### src/rtl/clk_rst_pkg.sv
// Shared types and helpers for the reset sequencer.
// State encoding is visible on the debug port, so values are fixed.
package clk_rst_pkg;

  typedef enum logic [1:0] {
    ST_HOLD    = 2'd0,
    ST_STABLE  = 2'd1,
    ST_RELEASE = 2'd2,
    ST_RUN     = 2'd3
  } state_e;

  // Bits needed to hold 0..max_val, never less than one.
  function automatic int cnt_w(input int max_val);
    return (max_val < 2) ? 1 : $clog2(max_val + 1);
  endfunction

endpackage

### src/rtl/sync_2ff.sv
// Two-flop synchroniser for slow status bits crossing into a clock domain.
// Resets to zero so downstream logic sees "not ready" until proven otherwise.
module sync_2ff #(
  parameter int W = 1
) (
  input  logic         clk,
  input  logic         rst_n,
  input  logic [W-1:0] d,
  output logic [W-1:0] q
);

  logic [W-1:0] s1_d, s1_q;
  logic [W-1:0] s2_d, s2_q;

  always_comb begin
    s1_d = d;
    s2_d = s1_q;
  end

  always_ff @(posedge clk or negedge rst_n) begin
    if (!rst_n) begin
      s1_q <= '0;
      s2_q <= '0;
    end else begin
      s1_q <= s1_d;
      s2_q <= s2_d;
    end
  end

  assign q = s2_q;

endmodule

### src/rtl/rst_seq_gen.sv
// Reset sequencer: qualifies clock lock, holds resets, then releases
// downstream domains one by one; any lock loss or soft reset restarts it.
module rst_seq_gen
  import clk_rst_pkg::*;
#(
  parameter int N_CH        = 3,
  parameter int MIN_HOLD    = 16,
  parameter int LOCK_STABLE = 8,
  parameter int STAGE_DLY   = 4,
  parameter int CNT_W       = 8
) (
  input  logic             clk_system,
  input  logic             g_reset_n,
  input  logic             dcm_locked,
  input  logic             sw_reset,
  output logic [N_CH-1:0]  ch_rst_n,
  output logic             all_ready,
  output logic             lock_sync,
  output logic [CNT_W-1:0] lock_loss_cnt,
  output logic [1:0]       state_o
);

  localparam int HOLD_W = cnt_w(MIN_HOLD - 1);
  localparam int STAB_W = cnt_w(LOCK_STABLE - 1);
  localparam int GAP_W  = cnt_w(STAGE_DLY - 1);
  localparam int IDX_W  = cnt_w(N_CH - 1);

  localparam logic [HOLD_W-1:0] HOLD_MAX = HOLD_W'(MIN_HOLD - 1);
  localparam logic [STAB_W-1:0] STAB_MAX = STAB_W'(LOCK_STABLE - 1);
  localparam logic [GAP_W-1:0]  GAP_MAX  = GAP_W'(STAGE_DLY - 1);
  localparam logic [IDX_W-1:0]  IDX_LAST = IDX_W'(N_CH - 1);
  localparam logic [N_CH-1:0]   CH_ONE   = N_CH'(1);
  localparam logic [CNT_W-1:0]  CNT_MAX  = '1;

  state_e            state_d, state_q;
  logic [HOLD_W-1:0] hold_d, hold_q;
  logic [STAB_W-1:0] stab_d, stab_q;
  logic [GAP_W-1:0]  gap_d, gap_q;
  logic [IDX_W-1:0]  idx_d, idx_q;
  logic [N_CH-1:0]   ch_d, ch_q;
  logic              rdy_d, rdy_q;
  logic [CNT_W-1:0]  loss_d, loss_q;
  logic              lost;

  sync_2ff #(
    .W(1)
  ) u_lock_sync (
    .clk  (clk_system),
    .rst_n(g_reset_n),
    .d    (dcm_locked),
    .q    (lock_sync)
  );

  assign lost = ((state_q == ST_RELEASE) || (state_q == ST_RUN))
                && !lock_sync;

  always_comb begin
    state_d = state_q;
    hold_d  = hold_q;
    stab_d  = stab_q;
    gap_d   = gap_q;
    idx_d   = idx_q;
    ch_d    = ch_q;
    rdy_d   = rdy_q;
    loss_d  = loss_q;

    // Counted independently of sw_reset so lock events are never hidden.
    if (lost && (loss_q != CNT_MAX)) begin
      loss_d = loss_q + 1'b1;
    end

    if (sw_reset || lost) begin
      state_d = ST_HOLD;
      hold_d  = '0;
      ch_d    = '0;
      rdy_d   = 1'b0;
    end else begin
      unique case (state_q)
        ST_HOLD: begin
          if (hold_q != HOLD_MAX) begin
            hold_d = hold_q + 1'b1;
          end
          if ((hold_q == HOLD_MAX) && lock_sync) begin
            state_d = ST_STABLE;
            stab_d  = '0;
          end
        end
        ST_STABLE: begin
          if (!lock_sync) begin
            state_d = ST_HOLD;
            hold_d  = '0;
          end else if (stab_q == STAB_MAX) begin
            state_d = ST_RELEASE;
            ch_d    = CH_ONE;
            idx_d   = '0;
            gap_d   = '0;
          end else begin
            stab_d = stab_q + 1'b1;
          end
        end
        ST_RELEASE: begin
          if (gap_q != GAP_MAX) begin
            gap_d = gap_q + 1'b1;
          end else if (idx_q == IDX_LAST) begin
            state_d = ST_RUN;
            rdy_d   = 1'b1;
          end else begin
            // Channels come out of reset in bit order, so shift in a one.
            ch_d  = (ch_q << 1) | CH_ONE;
            idx_d = idx_q + 1'b1;
            gap_d = '0;
          end
        end
        ST_RUN: begin
          rdy_d = 1'b1;
        end
        default: begin
          state_d = ST_HOLD;
          hold_d  = '0;
          ch_d    = '0;
          rdy_d   = 1'b0;
        end
      endcase
    end
  end

  always_ff @(posedge clk_system or negedge g_reset_n) begin
    if (!g_reset_n) begin
      state_q <= ST_HOLD;
      hold_q  <= '0;
      stab_q  <= '0;
      gap_q   <= '0;
      idx_q   <= '0;
      ch_q    <= '0;
      rdy_q   <= 1'b0;
      loss_q  <= '0;
    end else begin
      state_q <= state_d;
      hold_q  <= hold_d;
      stab_q  <= stab_d;
      gap_q   <= gap_d;
      idx_q   <= idx_d;
      ch_q    <= ch_d;
      rdy_q   <= rdy_d;
      loss_q  <= loss_d;
    end
  end

  assign ch_rst_n      = ch_q;
  assign all_ready     = rdy_q;
  assign lock_loss_cnt = loss_q;
  assign state_o       = state_q;

endmodule
### config.mk
export PLATFORM = sky130hd
export DESIGN_NAME = rst_seq_gen
export DESIGN_NICKNAME = d
export VERILOG_FILES = /design/src/rtl/clk_rst_pkg.sv /design/src/rtl/sync_2ff.sv /design/src/rtl/rst_seq_gen.sv
export SDC_FILE = /design/constraint.sdc
export NUM_CORES = 1
export LEC_CHECK = 0
export ABC_AREA = 1
export BUFFER_PORTS_ARGS = -buffer_cell sky130_fd_sc_hd__clkbuf_2
export CAP_MARGIN = 15
export CORE_ASPECT_RATIO = 0.7
export CORE_MARGIN = 2
export CORE_UTILIZATION = 31
export DETAILED_ROUTE_END_ITERATION = 8
export PLACE_DENSITY = 0.51
export RECOVER_POWER = 50
export REMOVE_ABC_BUFFERS = 1
export SLEW_MARGIN = 20
export SYNTH_ARGS = -nofsm -noshare
export SYNTH_HDL_FRONTEND = slang
export SYNTH_SLANG_ARGS = --single-unit
export TNS_END_PERCENT = 100
### constraint.sdc
create_clock -name clk_system -period 1.5 [get_ports clk_system]
set_clock_uncertainty 0.05 [all_clocks]
set_input_delay 0.45 -clock clk_system [delete_from_list [all_inputs] [get_ports clk_system]]
set_output_delay 0.45 -clock clk_system [all_outputs]
set_load 0.005 [all_outputs]
; Word-level counts from Yosys, hierarchy flattened
; Cells that the tools add are included.
[word_totals]
ff_bits = 27
out_inout_bits = 15
[op_classes]
eq_ne = 25
add_sub_neg = 5
mux = 33
bitwise_logic = 1
reduce_logical = 20
[ops]
columns = operator, count
row1 = $mux 2, 12
row2 = $mux 3, 8
row3 = $ne 3x3->1 const B, 7
row4 = $reduce_and 5->1, 4
row5 = $mux 4, 3
row6 = $ne 2x2->1 const B, 6
row7 = $pmux 3 s2, 2
row8 = $reduce_bool 3->1, 3
row9 = $add 8x1->8 const B, 1
row10 = $ne 4x4->1 const B, 2
row11 = $ne 8x8->1 const B, 1
row12 = $pmux 2 s2, 2
row13 = $pmux 4 s2, 1
row14 = $eq 2x2->1 const B, 3
row15 = $pmux 2 s3, 1
row16 = $reduce_and 3->1, 2
row17 = $reduce_and 6->1, 1
row18 = $add 2x1->2 const B, 2
row19 = $add 4x1->4 const B, 1
row20 = $eq 4x4->1 const B, 1
row21 = $reduce_bool 2->1, 2
row22 = $reduce_bool 4->1, 1
row23 = $add 3x1->3 const B, 1
row24 = $eq 3x3->1 const B, 1
row25 = other kinds (11), 16

; Logic depth before layout (Yosys ltp)
[logic_depth]
word_depth = 6
ltp_mapped = 10
mapped_depth_nobuf = 10

; Hierarchy
; From an unflattened synthesis, not the netlist that was laid out.
[hier_totals]
hier_cells = 195
area_unflattened_um2 = 1530.2
[modules_own_cells]
columns = module, area_each_um2, cells_each, seq_area_each_um2, n_inst
row1 = rst_seq_gen, 1480.2, 193, 625.6, 1
row2 = sync_2ff, 50.0, 2, 50.0, 1

; Least setup slack after synthesis
; Ideal clock, no wire load.
[synth_path]
path_kind = flip-flop to flip-flop
start = reg state_q[1] (netlist: state_o[1])
end = reg stab_q[0]
arrival_time_ns = 1.333
stages_incl_launch_ff = 10
path_slack_ns = -0.009
period_less_slack_ns = 1.509
required_time_ns = 1.323
path_cell_list = dfrtp_1 > inv_1 > ha_1 > buf_4 > nand2_1 > nand3_1 > nor2_2 > nand2_1 > nand2_1 > o21ai_0
[synth_between]
elab_chain_len = 6
elab_cells_between_ends = 14
classes_between = eq/ne: 6 / mux: 1 / bitwise: 1 / reduce/logical: 6
[synth_rtl]
columns = element, line
row1 = start: declaration, rst_seq_gen.sv:35  ; state_e state_d, state_q;
row2 = start signal: assignment, rst_seq_gen.sv:138  ; state_q <= state_d;
row3 = $eq 2x2->1, rst_seq_gen.sv:54  ; assign lost = ((state_q == ST_RELEASE) || (state_q == ST_RUN))
row4 = $logic_or 1x1->1, rst_seq_gen.sv:54
row5 = $logic_and 1x1->1, rst_seq_gen.sv:55  ; && !lock_sync;
row6 = $logic_or 1x1->1, rst_seq_gen.sv:72  ; if (sw_reset || lost) begin
row7 = $not 1->1 (no source line), --
row8 = $reduce_and 5->1 (no source line), --
row9 = end signal: assignment, rst_seq_gen.sv:140  ; stab_q <= stab_d;
row10 = end: declaration, rst_seq_gen.sv:37  ; logic [STAB_W-1:0] stab_d, stab_q;
; Several ways; a longest one is shown, not always the timed one.
; A chain may end at the register's enable or synchronous reset.

; Worst setup path after layout
[layout_path]
start = reg state_q[0] (netlist: state_o[0])
end = out state_o[0]
[layout_lines]
columns = element, line
row1 = end: declaration, rst_seq_gen.sv:20  ; output logic [1:0] state_o
; No word-level cell between the ends.

==> metrics <==
M3 GR Usage 4.10%; vias per inst 4.31; Area Growth Syn to Fin 36.6%; CP cell instances buf_4 -> clkbuf_2; Peak Freq 0.674 GHz; GRT busiest layer met1; area of the multi-input gates 905 um^2; Worst setup EP type output port; RePlAce Congestion 0.759; RSZ-0062 raised after global routing true; 1st-pass router iterations 4; Global Route met2 Usage 17.4%; buffers and inverters on the worst path 2; Core Area 4760 um^2; number of port buffers 18; WP data required 1.00 ns; number of synthesized flops with an enable pin 0; clock period minus worst slack 1.48 ns; period utilization 99.0%; Die W 87.8 um; Die Area 5500 um^2; clk buf depth 2; row count 21; CTS tree done; Starting Density 32.0%; Finished Core Util 43.8%; largest net degree at the start of global routing 15; dpl hpwl 2.53 mm; clock sink total 27; Antenna Nets Post-Route 0; grt met1 use 22.3%; total CTS buffers 3; Register Area 678 um^2; max_slew headroom 48.3%; peak supply drop 0.580 mV; Nets 253; Die Y-Extent 62.7 um; share of cells above drive strength 1 36.7%; routed wire length 3.38 mm; Yosys top cell area share 44.3%; leakage power 0.00101 uW; vias in the first global route 1201; Seq cells post-synth 27; Finished Cell Area 2080 um^2; Yosys warnings 0; HP Class primary input to asynchronous set/reset pin; CP max stage delay 0.47 ns; GRT overflow 0; top post-synthesis cells by area dfrtp_1, nand2_1, ha_1, o21ai_0, nand3_1; Reg2Reg Depth 9; Async S/R FF share, synth 100%; Crit path max-delay family flip-flops; GRT Util Overall 13.6%; worst skew pair latency 0.27 ns; DR vias 1318; number of DRC markers in iteration 0 49; diodes inserted 0; PwrDens 1280 nW/um^2; critical-path maximum fanout 4; critical path class register to output port; Max-cap violations 0; wire length of the first global-routing pass 5.88 mm; sequential share of the synthesized area 44.3%; initial antenna violation count 0; status completed; Synth Cell Area 1520 um^2; H-tree Lvls 1; Gate Count Post-Synth 190; Pwr Total 2670 uW; clock-pin transition on the worst setup and hold timing paths 0.10 ns; Final setup viols 0; Max Transition Viols Final 0; # IOs 19; Root Driver clkbuf_8; CP max stage cell dfrtp_2; Synth area leader dfrtp_1; WL/cell 11.0 um; Area after DPL 1830 um^2; CTS Hold Bufs 0; synthesized area per cell 8.02 um^2; Worst Tran Pin Value 0.776 ns; Startpoint Class register; Layout fillers 483; Final Hold Viols 0; Critical Path Stages 2; synth unique cells 21; crit path DAT 0.98 ns; DRC violations left 0; most common flop cell mapped by yosys dfrtp_1
[through the flow]
stage | hold slack [ns] | cells | TNS, ns | worst slack, ns
floorplan | 0.104 | 188 | -1.12 | -0.116
global placement | 0.284 | 293 | -0.271 | -0.0923
detailed placement | 0.287 | 293 | -0.325 | -0.0820
CTS | 0.0424 | 300 | 0 | 0.000413
global route | 0.206 | 306 | -0.497 | -0.0733
finish | 0.166 | 306 | 0 | 0.0155
[path summary, 6_finish.rpt]
path                       slack [ns]               end              from
max in group asynchronous        0.38     u_lock_sync.q         g_reset_n
max                              0.02        state_o[0]        state_o[0]
min in group clk_system          0.23  u_lock_sync.s1_q        dcm_locked
min reg2reg                      0.30     u_lock_sync.q  u_lock_sync.s1_q
min                              0.17         hold_q[1]         g_reset_n
max reg2reg                      0.05         stab_q[1]        state_o[1]
[power by group]
part,switching [uW],internal [uW]
registers,132,863
clock network,232,190
logic,641,610
[sequential cells by signal, summed over array words and instances (netlist names)]
register          cells
all_ready             1
ch_rst_n              3
gap_q                 2
hold_q                4
idx_q                 2
lock_loss_cnt         8
stab_q                3
state_o               2
u_lock_sync.q         1
u_lock_sync.s1_q      1
[worst register-to-register path, stage by stage, from the launching register on]
cell and delay, ns:
dfrtp_1 0.40, inv_2 0.09, ha_4 0.19, buf_6 0.13, nand2_4 0.05, nand3_2 0.07, nor2_2 0.13, nand2_2 0.10
nand2_1 0.08, o21ai_1 0.06
[what timing repair did]
item                       4_1_cts  5_1_grt
setup endpoints to repair       10       26
gates cloned                     0        0
resized for setup                9       44
buffers inserted                 3        6
pin swaps                        1       14
[cell type report]
class,count,area share [%]
inverter,18,3.61
timing repair buffer,45,14.1
multi-input combinational,143,43.4
tap,69,4.15
sequential,27,32.6
clock buffer,4,2.16
[cell usage in the layout (no fill, tap or decap), drive strengths merged, types with 5 or more instances in the layout]
| cell type | n |
|---|---|
| buf | 26 |
| nand3 | 14 |
| nor2 | 16 |
| ha | 11 |
| inv | 17 |
| o21ai | 21 |
| clkbuf | 23 |
| nand2 | 64 |
| dfrtp | 27 |
| nand4 | 5 |
| xnor2 | 7 |
[cells in the mapped netlist, types with 2 or more instances]
| master | count |
|---|---|
| nand3_1 | 14 |
| nor2_1 | 14 |
| ha_1 | 11 |
| inv_1 | 16 |
| a21oi_1 | 2 |
| dfrtp_1 | 27 |
| nand2_1 | 60 |
| xnor2_1 | 7 |
| nor2_2 | 2 |
| nand4_1 | 5 |
| o21ai_0 | 20 |
| nand2_2 | 3 |
[layer usage]
layer | up-vias | part of all wire [%]
li1 | 706 | -
met2 | 29 | 38
met1 | 581 | 56
met5 | - | 0
met3 | 2 | 5.4
met4 | 0 | 0.62
[kinds of logic (layout without fill, tap and decap cells)]
kind of cell / Yosys count / count (layout) / share of synthesized area [%]
AND/OR/NAND/NOR: 101 / 101 / 28.5
flip-flops: 27 / 27 / 44.3
AO/OA/AOI/OAI: 23 / 23 / 7.55
buffers and inverters: 20 / 67 / 5.99
adder cells (fa/ha/maj): 11 / 11 / 9.03
XOR/XNOR: 8 / 8 / 4.60
Note: power is estimated with default switching activity, not from simulation.
